## src/rtl/hazard_ctrl_pkg.sv

```systemverilog
// Shared hazard-unit types: scoreboard slot layout and decode forwarding-mux select codes.
package hazard_ctrl_pkg;

  localparam int DIV_CNT_W = 6;

  typedef enum logic [1:0] {
    FWD_REG = 2'b00,
    FWD_MEM = 2'b01,
    FWD_WB  = 2'b10
  } fwd_sel_e;

  typedef struct packed {
    logic       valid;
    logic [4:0] rd;
    logic       is_load;
  } slot_t;

  localparam slot_t SLOT_EMPTY = '{valid: 1'b0, rd: 5'd0, is_load: 1'b0};

  // A load sitting in MEM has no value yet, so it must not win the MEM path.
  function automatic fwd_sel_e fwd_select(input logic mem_hit, input logic mem_is_load,
                                          input logic wb_hit);
    if (mem_hit && !mem_is_load) return FWD_MEM;
    if (wb_hit) return FWD_WB;
    return FWD_REG;
  endfunction

endpackage

```

## src/rtl/hazard_slot_match.sv

```systemverilog
// Compares one scoreboard slot against the decode operands; $0 and empty slots never match.
module hazard_slot_match
  import hazard_ctrl_pkg::*;
(
  input  logic       slot_valid,
  input  logic [4:0] slot_rd,
  input  logic [4:0] rs,
  input  logic [4:0] rt,
  input  logic       use_rs,
  input  logic       use_rt,
  output logic       match_rs,
  output logic       match_rt
);

  logic live;

  assign live     = slot_valid && (slot_rd != 5'd0);
  assign match_rs = live && use_rs && (slot_rd == rs);
  assign match_rt = live && use_rt && (slot_rd == rt);

endmodule

```

## src/rtl/hazard_ctrl.sv

```systemverilog
// Decode-stage hazard unit: EX/MEM/WB write scoreboard, stall/forward generation, divider busy.
// Optional HAZARD_PERF_EN adds a free-running stall-cycle counter on stall_cnt.
module hazard_ctrl
  import hazard_ctrl_pkg::*;
#(
  parameter int DIV_CYCLES = 32
) (
  input  logic        clk,
  input  logic        rst,
  input  logic [4:0]  ID_Rs,
  input  logic [4:0]  ID_Rt,
  input  logic        ID_useRs,
  input  logic        ID_useRt,
  input  logic        ID_cmp,
  input  logic        ID_RegWrite,
  input  logic        ID_Mem2Reg,
  input  logic [4:0]  ID_Rd,
  input  logic        ID_divStart,
  input  logic        ID_useHiLo,
  input  logic        EX_MEM_branch_tacken,
  output logic        stall,
  output logic [3:0]  forwardSignal,
  output logic        div_busy,
  output logic [31:0] stall_cnt
);

  slot_t                ex_slot;
  slot_t                mem_slot;
  logic                 wb_valid;
  logic [4:0]           wb_rd;
  logic [DIV_CNT_W-1:0] div_cnt;

  logic ex_rs, ex_rt, mem_rs, mem_rt, wb_rs, wb_rt;
  logic ex_hit, mem_hit;
  logic load_use, cmp_ex, cmp_load, div_wait;
  fwd_sel_e fwd_rs, fwd_rt;

  hazard_slot_match u_ex_match (
    .slot_valid (ex_slot.valid),
    .slot_rd    (ex_slot.rd),
    .rs         (ID_Rs),
    .rt         (ID_Rt),
    .use_rs     (ID_useRs),
    .use_rt     (ID_useRt),
    .match_rs   (ex_rs),
    .match_rt   (ex_rt)
  );

  hazard_slot_match u_mem_match (
    .slot_valid (mem_slot.valid),
    .slot_rd    (mem_slot.rd),
    .rs         (ID_Rs),
    .rt         (ID_Rt),
    .use_rs     (ID_useRs),
    .use_rt     (ID_useRt),
    .match_rs   (mem_rs),
    .match_rt   (mem_rt)
  );

  hazard_slot_match u_wb_match (
    .slot_valid (wb_valid),
    .slot_rd    (wb_rd),
    .rs         (ID_Rs),
    .rt         (ID_Rt),
    .use_rs     (ID_useRs),
    .use_rt     (ID_useRt),
    .match_rs   (wb_rs),
    .match_rt   (wb_rt)
  );

  assign ex_hit   = ex_rs || ex_rt;
  assign mem_hit  = mem_rs || mem_rt;
  assign div_busy = (div_cnt != '0);

  assign load_use = ex_slot.is_load && ex_hit;
  assign cmp_ex   = ID_cmp && ex_hit;
  assign cmp_load = ID_cmp && mem_slot.is_load && mem_hit;
  assign div_wait = (ID_divStart || ID_useHiLo) && div_busy;

  // A taken branch squashes the decode slot, so nothing there is worth waiting for.
  assign stall = !EX_MEM_branch_tacken && (load_use || cmp_ex || cmp_load || div_wait);

  assign fwd_rs        = fwd_select(mem_rs, mem_slot.is_load, wb_rs);
  assign fwd_rt        = fwd_select(mem_rt, mem_slot.is_load, wb_rt);
  assign forwardSignal = {fwd_rs, fwd_rt};

  always_ff @(posedge clk) begin
    if (rst) begin
      ex_slot  <= SLOT_EMPTY;
      mem_slot <= SLOT_EMPTY;
      wb_valid <= 1'b0;
      wb_rd    <= 5'd0;
      div_cnt  <= '0;
    end else begin
      wb_valid <= mem_slot.valid;
      wb_rd    <= mem_slot.rd;
      mem_slot <= ex_slot;
      if (stall || EX_MEM_branch_tacken)
        ex_slot <= SLOT_EMPTY;
      else
        ex_slot <= '{valid: ID_RegWrite, rd: ID_Rd, is_load: ID_Mem2Reg};
      // Stall already blocks a second div while busy, so no restart case here.
      if (ID_divStart && !stall && !EX_MEM_branch_tacken)
        div_cnt <= DIV_CNT_W'(DIV_CYCLES);
      else if (div_busy)
        div_cnt <= div_cnt - 1'b1;
    end
  end

`ifdef HAZARD_PERF_EN
  logic [31:0] perf_cnt;

  always_ff @(posedge clk) begin
    if (rst)
      perf_cnt <= 32'd0;
    else if (stall)
      perf_cnt <= perf_cnt + 32'd1;
  end

  assign stall_cnt = perf_cnt;
`else
  assign stall_cnt = 32'd0;
`endif

endmodule

```

## config.mk

```make
export PLATFORM = sky130hd
export DESIGN_NAME = hazard_ctrl
export DESIGN_NICKNAME = d
export VERILOG_FILES = /design/src/rtl/hazard_ctrl_pkg.sv /design/src/rtl/hazard_slot_match.sv /design/src/rtl/hazard_ctrl.sv
export SDC_FILE = /design/constraint.sdc
export NUM_CORES = 1
export LEC_CHECK = 0
export BUFFER_PORTS_ARGS = -buffer_cell sky130_fd_sc_hd__buf_4
export CAP_MARGIN = 20
export CELL_PAD_IN_SITES_DETAIL_PLACEMENT = 1
export CELL_PAD_IN_SITES_GLOBAL_PLACEMENT = 1
export CORE_ASPECT_RATIO = 1.4
export CORE_MARGIN = 4
export CORE_UTILIZATION = 35
export CTS_CLUSTER_SIZE = 24
export DETAILED_ROUTE_END_ITERATION = 16
export HOLD_SLACK_MARGIN = 0.1
export PLACE_DENSITY_LB_ADDON = 0.1
export SLEW_MARGIN = 5
export SYNTH_ARGS = -nofsm -noshare
export SYNTH_HDL_FRONTEND = slang
export SYNTH_HIERARCHICAL = 1
export SYNTH_SLANG_ARGS = --single-unit
```

## constraint.sdc

```tcl
create_clock -name clk -period 2.05 [get_ports clk]
set_input_delay 0.1025 -clock clk [delete_from_list [all_inputs] [get_ports clk]]
set_output_delay 0.1025 -clock clk [all_outputs]
set_load 0.1 [all_outputs]
```

==> results.sh <==
export IMPL_outcome="complete, but fails checks"
export IMPL_violations="setup timing"
export IMPL_cts_buffers=3
export IMPL_period_minus_slack_ps=2220
export IMPL_grt_usage=0.151
export IMPL_busiest_layer="met2"
export IMPL_core_area_um2=4500
export IMPL_initial_core_util=0.360
export IMPL_clk_pin_slew_ps=90
export IMPL_critical_path_required_ps=1950
export IMPL_worst_ep_arrival_time_ps=2120
export IMPL_crit_path_end_kind="output port"
export IMPL_dp_cells=282
export IMPL_yosys_most_used_dff="dfxtp_1"
export IMPL_synth_edff_count=0
export IMPL_netSwitchingFraction=0.468
export IMPL_ctsHtreeMaxLevel=1
export IMPL_insertion_delay_ps=260
export IMPL_ios=63
export IMPL_async_reset_ff_frac=0
export IMPL_antenna_cells=0
export IMPL_die_area_um2=5800
export IMPL_cts_setup_buffers=0
export IMPL_drc_errors=0
export IMPL_postSynthAreaPerCell_um2=8.72
export IMPL_ys_warn_count=6
export IMPL_cp_max_fo=2
export IMPL_fmaxAchievable_ghz=0.451
export IMPL_clock_root_buffer="clkbuf_8"
export IMPL_crit_start="mem_slot[2]"
export IMPL_setup_viol=1
export IMPL_gp_congestion=0.817
export IMPL_synth_top_cell_area_share=0.321
export IMPL_power_frac_seq=0.331
export IMPL_grtUsageMet1=0.150
export IMPL_power_density_nw_per_um2=959
export IMPL_cts_tree="done"
export IMPL_ant_nets=0
export IMPL_routed_wl_mm=4.09
export IMPL_start_kind="flip-flop"
export IMPL_drive_gt1_frac=0.265
export IMPL_synth_area_um2=1620
export IMPL_antenna_found_initial=0
export IMPL_fp_dieW_um=65.5
export IMPL_maxSlewViolCount=0
export IMPL_crit_type="flip-flop to output port"
export IMPL_vdd_ir_drop_max_mv=0.855
export IMPL_combPwrFrac=0.525
export IMPL_synth_commonest_cells="buf_4, xnor2_1, dfxtp_1, nand2_1, nor2b_1"
export IMPL_wire_per_inst_um=14.0
export IMPL_clock_sinks=26
export IMPL_p_clk_frac=0.144
export IMPL_synth_area_leader_cell="dfxtp_1"
export IMPL_dieHeight_um=88.5
export IMPL_leakagePower_nw=0.803
export IMPL_hold_viol_final=0
export IMPL_grt_pass1_vias=1394
export IMPL_grt_pass1_wl_mm=6.64
export IMPL_rows=29
export IMPL_layout_setup_ws_ps=-169
export IMPL_dp_hpwl_mm=3.41
export IMPL_timing_final_crit_share=1.08
export IMPL_maxCapViolations=0
export IMPL_port_buffers=30
export IMPL_via_count=1302
export IMPL_holdCritStartpoint="rst"
export IMPL_grt_met3_usage=0.0254
export IMPL_synth_seq_cells=26
export IMPL_rsz0062_at_grt="yes"
export IMPL_synthToLayoutAreaGrowth_pct=25.8
export IMPL_met2_usage=0.299
export IMPL_dr_pass1_iters=2
export IMPL_synth_most_common_cell="buf_4"
export IMPL_finalNetCount=259
export IMPL_fin_util=0.453
export IMPL_vias_per_cell=4.46
export IMPL_clockBufferDepth=2
export IMPL_worst_clock_skew_ps=4.21
export IMPL_grt_ovfl_total=0
export IMPL_yosysUniqueCellTypes=33
export IMPL_power_switching_w=0.000916
export IMPL_final_cells=292
export IMPL_internal_power_w=0.00104
export IMPL_hold_path_class="input pin to flip-flop"
export IMPL_r2r_start="mem_slot[2]"
export IMPL_yosys_top_cells_area="dfxtp_1, xnor2_1, buf_4"
export IMPL_yosysSeqAreaShare=0.321
export IMPL_netlist_instances=186
export IMPL_drt_iter0_drc=14
export IMPL_grt_max_degree=20
export IMPL_whs_ps=149
## timing repair
action,4_1_cts,5_1_grt
endpoints found under the hold margin,7,0
resized for setup,2,12
pin swaps,1,5
hold buffers,7,0
endpoints found under the setup margin,1,8
## metrics by stage
| stage | total power (W) | TNS (ps) | setup WS, ps | area [um2] |
|---|---|---|---|---|
| floorplan | 0.00148 | 0 | 51.1 | 1770 |
| global placement | 0.00161 | 0 | 132 | 1870 |
| detailed placement | 0.00164 | 0 | 112 | 1870 |
| CTS | 0.00195 | -155 | -155 | 1990 |
| global route | 0.00208 | -301 | -298 | 2040 |
| finish | 0.00196 | -169 | -169 | 2040 |
## worst max-delay path: stages (launching register included)
cell,delay (ps)
dfxtp_2,330
or4_4,540
o21ai_4,190
nor3_2,60
o211ai_1,230
nand2_1,120
o21ba_4,210
buf_12,160
## worst paths after layout
path | end | slack (ps) | cells after the start
min | mem_slot[2] | 150 | 2
max | stall | -170 | 7
min reg2reg | mem_slot[0] | 480 | 1
max reg2reg | div_cnt[1] | 140 | 7
## layout make-up
cell class	count	area, um2
multi-input cells	155	1020
inverters	2	7.51
fillers	595	2460
clock buffers	3	41.3
well taps	62	77.6
repair buffers	44	368
flip-flops and latches	26	523
## logic make-up after synthesis
logic type,count (synthesis),share of synthesized area
AOI/OAI and AO/OA,15,0.0725
DFF,26,0.321
adders and majority gates,2,0.0154
xor gates and xnor gates,31,0.167
and+or+nand+nor,75,0.259
buffers and inverters,36,0.162
other,1,0.00231
## layout by cell type, fill, tap and decap left out, types with 4 or more instances in the layout
cell type	Yosys	layout
buf_4	32	34
conb_1	1	32
dfxtp_1	26	24
dlygate4sd3_1	0	7
nand2_1	17	17
nand4_1	7	7
nor2b_1	17	13
nor2b_4	0	4
nor3_1	16	12
nor3_2	0	4
xnor2_1	31	31
## power by group through the flow
| stage | logic, W | clock network [W] | registers (W) |
|---|---|---|---|
| floorplan | 0.000838 | 0 | 0.000639 |
| global placement | 0.000960 | 0 | 0.000654 |
| detailed placement | 0.000984 | 0 | 0.000659 |
| CTS | 0.00101 | 0.000295 | 0.000646 |
| global route | 0.00110 | 0.000312 | 0.000659 |
| finish | 0.00103 | 0.000283 | 0.000647 |
## metal layers
layer / up-vias / routed length (um)
met4: 0 / 93
met5: - / 0
met3: 8 / 157
li1: 649 / -
met2: 35 / 2360
met1: 610 / 1470
## state kept, by name (all words and copies together), names as in the netlist
register  count
wb_valid      1
div_cnt       6
mem_slot      7
ex_slot       7
wb_rd         5
Note: power is estimated with default switching activity, not from simulation.
